===== src/rtl/i2c_txn_arbiter.sv =====
// Round-robin arbiter granting one requester at a time to a single
// I2C master FSM, with start/abort strobes and a WAIT watchdog.
//
// Ports:
//   clk, rst        system clock, synchronous active-high reset
//   req             per-requester level request
//   req_addr        flattened slave addresses, ADDR_LEN per requester
//   req_rw          per-requester direction (1 = read)
//   req_wdata       flattened write bytes, DATA_LEN per requester
//   grant           one-hot bus owner
//   resp_valid      one-cycle response pulse to the owner
//   resp_status     00 OK, 01 NACK, 10 timeout
//   resp_rdata      read byte (zero for writes and errors)
//   m_start         one-cycle start strobe to the master
//   m_addr/rw/wdata latched transaction fields
//   m_abort         one-cycle abort strobe on watchdog expiry
//   m_busy          master not idle
//   m_done          master completion pulse
//   m_ack_err       slave NACK, valid with m_done
//   m_rdata         read byte, valid with m_done
module i2c_txn_arbiter #(
    parameter int NUM_REQ  = 4,
    parameter int ADDR_LEN = 7,
    parameter int DATA_LEN = 8,
    parameter int TIMEOUT  = 4096
) (
    input  logic                         clk,
    input  logic                         rst,
    input  logic [NUM_REQ-1:0]           req,
    input  logic [NUM_REQ*ADDR_LEN-1:0]  req_addr,
    input  logic [NUM_REQ-1:0]           req_rw,
    input  logic [NUM_REQ*DATA_LEN-1:0]  req_wdata,
    output logic [NUM_REQ-1:0]           grant,
    output logic                         resp_valid,
    output logic [1:0]                   resp_status,
    output logic [DATA_LEN-1:0]          resp_rdata,
    output logic                         m_start,
    output logic [ADDR_LEN-1:0]          m_addr,
    output logic                         m_rw,
    output logic [DATA_LEN-1:0]          m_wdata,
    output logic                         m_abort,
    input  logic                         m_busy,
    input  logic                         m_done,
    input  logic                         m_ack_err,
    input  logic [DATA_LEN-1:0]          m_rdata
);

    localparam int IW = (NUM_REQ > 1) ? $clog2(NUM_REQ) : 1;
    localparam int CW = (TIMEOUT > 1) ? $clog2(TIMEOUT) : 1;
    localparam logic [CW-1:0] CNT_MAX = CW'(TIMEOUT - 1);
    localparam logic [IW-1:0] LAST    = IW'(NUM_REQ - 1);

    localparam logic [1:0] ST_OK   = 2'b00;
    localparam logic [1:0] ST_NACK = 2'b01;
    localparam logic [1:0] ST_TOUT = 2'b10;

    typedef enum logic [1:0] {
        S_IDLE,
        S_ISSUE,
        S_WAIT,
        S_RESP
    } state_t;

    state_t r_state;
    state_t w_next;

    logic [IW-1:0]       r_ptr;
    logic [IW-1:0]       r_win;
    logic [NUM_REQ-1:0]  r_grant;
    logic [ADDR_LEN-1:0] r_addr;
    logic                r_rw;
    logic [DATA_LEN-1:0] r_wdata;
    logic [CW-1:0]       r_cnt;
    logic [1:0]          r_status;
    logic [DATA_LEN-1:0] r_rdata;

    logic                w_found;
    logic [IW-1:0]       w_pick;
    int                  w_k;
    logic [NUM_REQ-1:0]  w_onehot;
    logic [ADDR_LEN-1:0] w_sel_addr;
    logic [DATA_LEN-1:0] w_sel_wdata;
    logic [IW-1:0]       w_ptr_nxt;
    logic [DATA_LEN-1:0] w_rdata_cap;
    logic                w_start;
    logic                w_abort;

    // First requesting index at or after the pointer, wrapping around.
    always_comb begin
        w_found = 1'b0;
        w_pick  = '0;
        w_k     = 0;
        for (int i = 0; i < NUM_REQ; i++) begin
            w_k = int'(r_ptr) + i;
            if (w_k >= NUM_REQ) begin
                w_k = w_k - NUM_REQ;
            end
            if (!w_found && req[w_k[IW-1:0]]) begin
                w_found = 1'b1;
                w_pick  = w_k[IW-1:0];
            end
        end
    end

    assign w_onehot    = {{(NUM_REQ-1){1'b0}}, 1'b1} << w_pick;
    assign w_sel_addr  = req_addr[int'(w_pick)*ADDR_LEN +: ADDR_LEN];
    assign w_sel_wdata = req_wdata[int'(w_pick)*DATA_LEN +: DATA_LEN];
    assign w_ptr_nxt   = (r_win == LAST) ? '0 : r_win + 1'b1;

    // Read data is only meaningful for an acknowledged read.
    assign w_rdata_cap = (r_rw && !m_ack_err) ? m_rdata : '0;

    always_ff @(posedge clk) begin
        if (rst) begin
            r_state <= S_IDLE;
        end else begin
            r_state <= w_next;
        end
    end

    always_comb begin
        w_next  = r_state;
        w_start = 1'b0;
        w_abort = 1'b0;
        unique case (r_state)
            S_IDLE: begin
                if (w_found) begin
                    w_next = S_ISSUE;
                end
            end
            S_ISSUE: begin
                if (!m_busy) begin
                    w_start = 1'b1;
                    w_next  = S_WAIT;
                end
            end
            S_WAIT: begin
                // A completion in the final watchdog cycle beats the abort.
                if (m_done) begin
                    w_next = S_RESP;
                end else if (r_cnt == CNT_MAX) begin
                    w_abort = 1'b1;
                    w_next  = S_RESP;
                end
            end
            S_RESP: begin
                w_next = S_IDLE;
            end
            default: begin
                w_next = S_IDLE;
            end
        endcase
    end

    always_ff @(posedge clk) begin
        if (rst) begin
            r_ptr    <= '0;
            r_win    <= '0;
            r_grant  <= '0;
            r_addr   <= '0;
            r_rw     <= 1'b0;
            r_wdata  <= '0;
            r_cnt    <= '0;
            r_status <= ST_OK;
            r_rdata  <= '0;
        end else begin
            unique case (r_state)
                S_IDLE: begin
                    if (w_found) begin
                        r_grant <= w_onehot;
                        r_win   <= w_pick;
                        r_addr  <= w_sel_addr;
                        r_rw    <= req_rw[w_pick];
                        r_wdata <= w_sel_wdata;
                    end
                end
                S_ISSUE: begin
                    if (w_start) begin
                        r_cnt <= '0;
                    end
                end
                S_WAIT: begin
                    r_cnt <= r_cnt + 1'b1;
                    if (m_done) begin
                        r_status <= m_ack_err ? ST_NACK : ST_OK;
                        r_rdata  <= w_rdata_cap;
                    end else if (w_abort) begin
                        r_status <= ST_TOUT;
                        r_rdata  <= '0;
                    end
                end
                S_RESP: begin
                    r_grant <= '0;
                    r_ptr   <= w_ptr_nxt;
                end
                default: begin
                end
            endcase
        end
    end

    assign grant       = r_grant;
    assign resp_valid  = (r_state == S_RESP);
    assign resp_status = r_status;
    assign resp_rdata  = r_rdata;
    assign m_start     = w_start;
    assign m_addr      = r_addr;
    assign m_rw        = r_rw;
    assign m_wdata     = r_wdata;
    assign m_abort     = w_abort;

endmodule


===== config.mk =====
export PLATFORM = sky130hd
export DESIGN_NAME = i2c_txn_arbiter
export DESIGN_NICKNAME = d
export VERILOG_FILES = /design/src/rtl/i2c_txn_arbiter.sv
export SDC_FILE = /design/constraint.sdc
export NUM_CORES = 1
export LEC_CHECK = 0
export ABC_AREA = 1
export BUFFER_PORTS_ARGS = -buffer_cell sky130_fd_sc_hd__buf_4
export CELL_PAD_IN_SITES_DETAIL_PLACEMENT = 0
export CELL_PAD_IN_SITES_GLOBAL_PLACEMENT = 1
export CORE_ASPECT_RATIO = 1.1
export CORE_MARGIN = 2
export CORE_UTILIZATION = 30
export CTS_CLUSTER_SIZE = 16
export DETAILED_ROUTE_END_ITERATION = 16
export PLACE_DENSITY = 0.75
export SYNTH_ARGS = -nofsm -noshare
export SYNTH_HDL_FRONTEND = slang
export SYNTH_SLANG_ARGS = --single-unit

===== constraint.sdc =====
create_clock -name clk -period 4.2 [get_ports clk]
set_input_delay 1.05 -clock clk [delete_from_list [all_inputs] [get_ports clk]]
set_output_delay 1.05 -clock clk [all_outputs]
set_load 0.005 [all_outputs]

==> run_results.csv, run 1 <==
group,metric,value,unit
logic_synthesis,yosysTopAreaCell,"dfxtp_1",
cts,cts_root_buf,"clkbuf_8",
sta,final-max-slew-violation-count,0,
sta,setup_tns,0,ns
finish,fillers,1041,
sta,clock_skew,0.008038,ns
global_route,grt_pass1_wl,14.28,mm
logic_synthesis,synth_top_flop_cell,"dfxtp_1",
worst_setup_path,crit_family,"simple AND/OR/NAND/NOR gates",
die,start_util,31.23,%
logic_synthesis,ys_warn_count,0,
worst_setup_path,reg2reg_slack,1.58,ns
logic_synthesis,synth_compound_area_share,11.07,%
power_and_ir_drop,p_per_area,554.5,mW/mm2
detailed_routing,first_pass_iters,4,
finish,layout_common_cells,"nand2_1, buf_4, nand3_1",
global_route,grt_start_max_net_pins,37,
logic_synthesis,synthMuxAreaShare,0,%
worst_setup_path,cp_num_buf_inv,2,
detailed_routing,drc_errors,0,
sta,fin_crit_sh,66.67,%
logic_synthesis,yosysSeqAreaShare,32.58,%
worst_setup_path,worstSetupPathType,"flip-flop to output pin",
logic_synthesis,synthTopCellsByArea,"dfxtp_1, nand2_1, nand3_1",
logic_synthesis,synth_seq_cells,48,
finish,fin_nets,667,
sta,setup_viol,0,
power_and_ir_drop,vdd_drop_max,215.0,uV
die,rows,37,
cts,tritoncts,"built",
finish,multi_input_area,0.001674,mm2
die,core-area,0.009444,mm2
sta,tightest_slew,0.9668,ns
die,die_y,108.0,um
worst_setup_path,required,3.15,ns
sta,fmax,357.1,MHz
detailed_routing,first_iter_violations,109,
logic_synthesis,synth_xor_area_share,0,%
global_route,antenna_found_initial,0,
sta,slew_headroom,35.05,%
logic_synthesis,synthSimpleGateAreaFrac,42.72,%
cts,cts_max_level,2,
worst_setup_path,cp.arrival,1.75,ns
logic_synthesis,synth_top_area_share,32.58,%
logic_synthesis,synth_nets,567,
detailed_routing,drt_wl_total,8.656,mm
worst_setup_path,crit_path_end_kind,"output pin",
power_and_ir_drop,p_leak,2.114,nW
logic_synthesis,synthAdderAreaFrac,2.970,%
power_and_ir_drop,finalPower,2.178,mW
finish,drive_above_1_share,22.76,%
worst_setup_path,cpPeakStageDelay,0.39,ns
finish,diodes,0,
logic_synthesis,synth_area,0.002949,mm2
worst_setup_path,cp_cell_sequence,"ha_1 > nand2_1 > nor3_1 > nand2_1 > nor2_1 > inv_1 > nor2_1 > buf_4",
sta,rsz0062_at_grt,"false",
worst_setup_path,start_kind,"flip-flop",
detailed_routing,routedWlPerCell,12.42,um
cts,postCtsHoldBufs,0,
die,die_x,98.54,um
cts,post-cts-setup-buffers,0,
detailed_routing,postRouteAntennaNets,0,
place,dpl.hpwl,6.394,mm
worst_setup_path,cp_max_fo,4,
cts,clk_pin_slew,0.10,ns
finish,final_common_cell,"nand2_1",
logic_synthesis,async_flop_share,0,%
flow_run,maxCapViolations,0,
logic_synthesis,synth_top_family_by_area,"simple AND/OR/NAND/NOR gates",
logic_synthesis,synth_edf_count,0,
worst_setup_path,slowest_stage,"dfxtp_1",
place,port_buffers,113,
finish,syn2layout_area_growth,33.18,%
die,ios,114,
cts,ctsResizeCount,0,
cts,worstSkewPairLatency,0.30,ns
logic_synthesis,synth_cells,479,
cts,cts_num_sinks,48,
global_route,grt_use_total,16.34,%
hold_path,hold_path_class,"flip-flop to flip-flop",
logic_synthesis,yosys.cell_types.count,31,
detailed_routing,vias_per_cell,4.638,
place,gp_congestion,0.8429,
cts,cts_buffers,5,
sta,hold_viol,0,
detailed_routing,vias,3233,
logic_synthesis,syn_avg_cell_area,6.157,um2
global_route,overflow,0,
sta,period_needed,2.800,ns
global_route,grt_pass1_vias,3107,
finish,seq_area,960.9,um2
die,die_area,0.01064,mm2
cts,clockBufferDepth,2,
run_status,status,"finished clean",
[metrics by stage]
stage | setup slack, ns | cells | util, % | hold WS, ns | cell area (um2)
2_1_floorplan | 1.892 | 479 | - | 0.4374 | 2949
3_3_place_gp | 1.194 | 689 | 40.37 | 0.4563 | 3812
3_5_place_dp | 1.153 | 689 | 40.37 | 0.4582 | 3812
4_1_cts | 1.391 | 697 | 41.59 | 0.4728 | 3928
5_1_grt | 1.167 | 697 | 41.59 | 0.5095 | 3928
6_report | 1.400 | 697 | 41.59 | 0.4682 | 3928
[tightest hold or removal path: stages, from the launching register on]
cell and delay [ns]:
dfxtp_1 0.32, nand2_1 0.06, a21oi_1 0.05
[layout make-up]
| type | count | share of cell area (%) |
|---|---|---|
| Sequential cell | 48 | 24.47 |
| Inverter | 48 | 4.651 |
| Timing Repair Buffer | 113 | 21.60 |
| Tap cell | 117 | 3.727 |
| Clock buffer | 5 | 1.752 |
| Multi-Input combinational cell | 363 | 42.63 |
| Clock inverter | 3 | 1.179 |
[logic make-up after synthesis]
kind of cell	Yosys count
and+or+nand+nor	298
AOI/OAI and AO/OA	58
DFF	48
buffers and inverters	68
adders and majority gates	7
[power by group]
part | switching [mW] | leakage [nW] | internal, mW
logic | 0.742 | 1.67 | 0.446
registers | 0.0711 | 0.393 | 0.567
clock network | 0.172 | 0.0548 | 0.180
total | 0.985 | 2.11 | 1.19
[synth_stat cells, types with 4 or more instances]
library cell and instances:
nand2_1 168, nand3_1 62, nor2_1 53, dfxtp_1 48, inv_1 43, a21oi_1 27, o21ai_0 17, buf_2 8
ha_1 7, buf_6 5, clkbuf_1 4, nand4_1 4, nor3_1 4
[flip-flops by register name, indices dropped and copies added, names as in the netlist]
name         cells
r_cnt           12
m_wdata          8
resp_rdata       8
m_addr           7
grant            4
r_ptr            2
r_state          2
r_win            2
resp_status      2
m_rw             1
[worst paths after layout]
path / startpoint / endpoint / cells past startpoint
setup / recovery: r_cnt[0] / m_abort / 8
hold / removal: grant[1] / grant[1] / 2
setup reg to reg: r_ptr[0] / m_addr[4] / 11
hold reg to reg: grant[1] / grant[1] / 2
[metal layers]
layer / routed length (um) / up-vias / share of wire [%] / global-route usage [%]
met5: 0 / - / 0 / 0
met4: 73 / 0 / 0.84 / 4.207
met3: 614 / 7 / 7.1 / 4.202
met2: 3895 / 95 / 45 / 27.36
met1: 4073 / 1403 / 47 / 21.08
li1: - / 1728 / - / -
(Power assumes the default switching activity.)
==> run 2: changes to the inputs <==
--- a/config.mk
+++ b/config.mk
@@ -11,7 +11,7 @@
 export CELL_PAD_IN_SITES_GLOBAL_PLACEMENT = 1
 export CORE_ASPECT_RATIO = 1.1
 export CORE_MARGIN = 2
-export CORE_UTILIZATION = 30
+export CORE_UTILIZATION = 29
 export CTS_CLUSTER_SIZE = 16
 export DETAILED_ROUTE_END_ITERATION = 16
 export PLACE_DENSITY = 0.75
==> constraint.sdc (replaced) <==
create_clock -name clk -period 2.4 [get_ports clk]
set_input_delay 0.6 -clock clk [delete_from_list [all_inputs] [get_ports clk]]
set_output_delay 0.6 -clock clk [all_outputs]
set_load 0.005 [all_outputs]
==> run 2 against run 1 <==
  * Non-clock buffer count rose by 13
  * Setup slack got worse by 1.2 ns
  * Combinational power rose by 86%
  * Count of clock-buffer cells in the layout rose by 2
  * Highest routed layer unchanged
  * Die area rose by 3.3%
  * Design area rose by 3.5%
  * Core utilization fell by 0.48 points
  * Critical path depth did not move
  * Sequential power rose by 72%
==> run_results.csv, run 2 (same netlist as run 1, synthesis figures left out) <==
group,metric,value,unit
sta,final-max-slew-violation-count,0,
die,core-area,0.009889,mm2
sta,setup_tns,0,ns
worst_setup_path,cp.arrival,1.62,ns
global_route,overflow,0,
cts,cts_buffers,5,
power_and_ir_drop,p_per_area,972.7,mW/mm2
worst_setup_path,cpPeakStageDelay,0.36,ns
finish,multi_input_area,0.001684,mm2
cts,cts_max_level,2,
detailed_routing,first_iter_violations,129,
worst_setup_path,cp_num_buf_inv,2,
cts,worstSkewPairLatency,0.30,ns
die,die_x,100.2,um
detailed_routing,postRouteAntennaNets,0,
sta,fin_crit_sh,92.30,%
worst_setup_path,required,1.80,ns
run_status,status,"finished clean",
detailed_routing,vias,3304,
flow_run,maxCapViolations,0,
detailed_routing,routedWlPerCell,12.19,um
sta,fmax,451.4,MHz
finish,fin_nets,680,
sta,rsz0062_at_grt,"false",
worst_setup_path,start_kind,"flip-flop",
finish,largest_reg_flops,12,
cts,cts_root_buf,"clkbuf_8",
cts,clk_pin_slew,0.09,ns
detailed_routing,drc_errors,0,
place,port_buffers,113,
die,die_area,0.01099,mm2
power_and_ir_drop,p_leak,2.194,nW
finish,fillers,1094,
finish,seq_area,963.4,um2
worst_setup_path,cp_max_fo,4,
sta,slew_headroom,59.08,%
sta,tightest_slew,0.6129,ns
worst_setup_path,worstSetupPathType,"flip-flop to output pin",
sta,period_needed,2.215,ns
place,dpl.hpwl,6.604,mm
detailed_routing,first_pass_iters,4,
sta,clock_skew,0.004101,ns
detailed_routing,vias_per_cell,4.634,
cts,tritoncts,"built",
worst_setup_path,cp_cell_sequence,"ha_1 > nand2_2 > nor3_2 > nand2_1 > nor2_2 > inv_1 > nor2_1 > buf_4",
worst_setup_path,crit_family,"simple AND/OR/NAND/NOR gates",
finish,drive_above_1_share,25.30,%
cts,cts_num_sinks,48,
worst_setup_path,slowest_stage,"dfxtp_2",
finish,final_util,41.11,%
hold_path,hold_path_class,"flip-flop to flip-flop",
global_route,grt_pass1_wl,14.10,mm
finish,largest_register,"r_cnt",
finish,layout_common_cells,"nand2_1, buf_4, nand3_1",
die,ios,114,
global_route,antenna_found_initial,0,
place,gp_congestion,0.7855,
global_route,grt_use_total,15.84,%
die,rows,38,
power_and_ir_drop,vdd_drop_max,322.4,uV
finish,diodes,0,
global_route,grt_start_max_net_pins,36,
finish,final_common_cell,"nand2_1",
die,die_y,109.8,um
sta,hold_viol,0,
finish,syn2layout_area_growth,37.84,%
die,start_util,29.82,%
sta,setup_viol,0,
global_route,grt_pass1_vias,3110,
worst_setup_path,crit_path_end_kind,"output pin",
cts,clockBufferDepth,2,
detailed_routing,drt_wl_total,8.690,mm
[run 2: metrics by stage]
stage                     std cells  cell area, um2  hold slack, ns  total power, mW  setup slack, ns
after floorplan                 479            2949          0.4374            2.667           0.4833
after global placement          704            3919          0.4558            3.329           0.1618
after detailed placement        704            3919          0.4578            3.349           0.1219
after CTS                       712            4045          0.4723            4.025          0.04264
after global routing            713            4065          0.4929            4.365         0.005165
final                           713            4065          0.4650            3.954           0.1849
[run 2: worst paths after layout]
kind,from,depth (start not counted),endpoint,slack [ns]
hold reg to reg,r_cnt[0],1,r_cnt[0],0.47
hold / removal,r_cnt[0],1,r_cnt[0],0.47
setup reg to reg,r_ptr[1],11,m_addr[2],0.33
setup / recovery,r_cnt[0],8,m_abort,0.18
[run 2: per-layer routing]
layer	up-vias	GRT usage (%)	part of all wire (%)
met5	-	0	0
met3	15	4.704	9.0
li1	1757	-	-
met4	0	4.990	1.6
met1	1421	18.82	44
met2	111	27.42	46
[run 2: layout make-up]
class / instances / share of cell area, %
multi-input cells: 363 / 41.43
flip-flops and latches: 48 / 23.70
repair buffers: 126 / 23.58
inverters: 48 / 4.494
well taps: 120 / 3.693
clock buffers: 7 / 2.370
clock inverters: 1 / 0.7387
[run 2: timing repair]
action / 4_1_cts / 5_1_grt
setup endpoints to repair: 0 / 1
resized for setup: 0 / 5
hold buffers: 0 / 0
buffers inserted: 0 / 1
[run 2: report_power, final]
part	switching, mW	total (mW)	internal (mW)	leakage (nW)
sequential	0.110	1.10	0.993	0.394
clock	0.277	0.645	0.368	0.0645
combinational	1.33	2.21	0.877	1.74
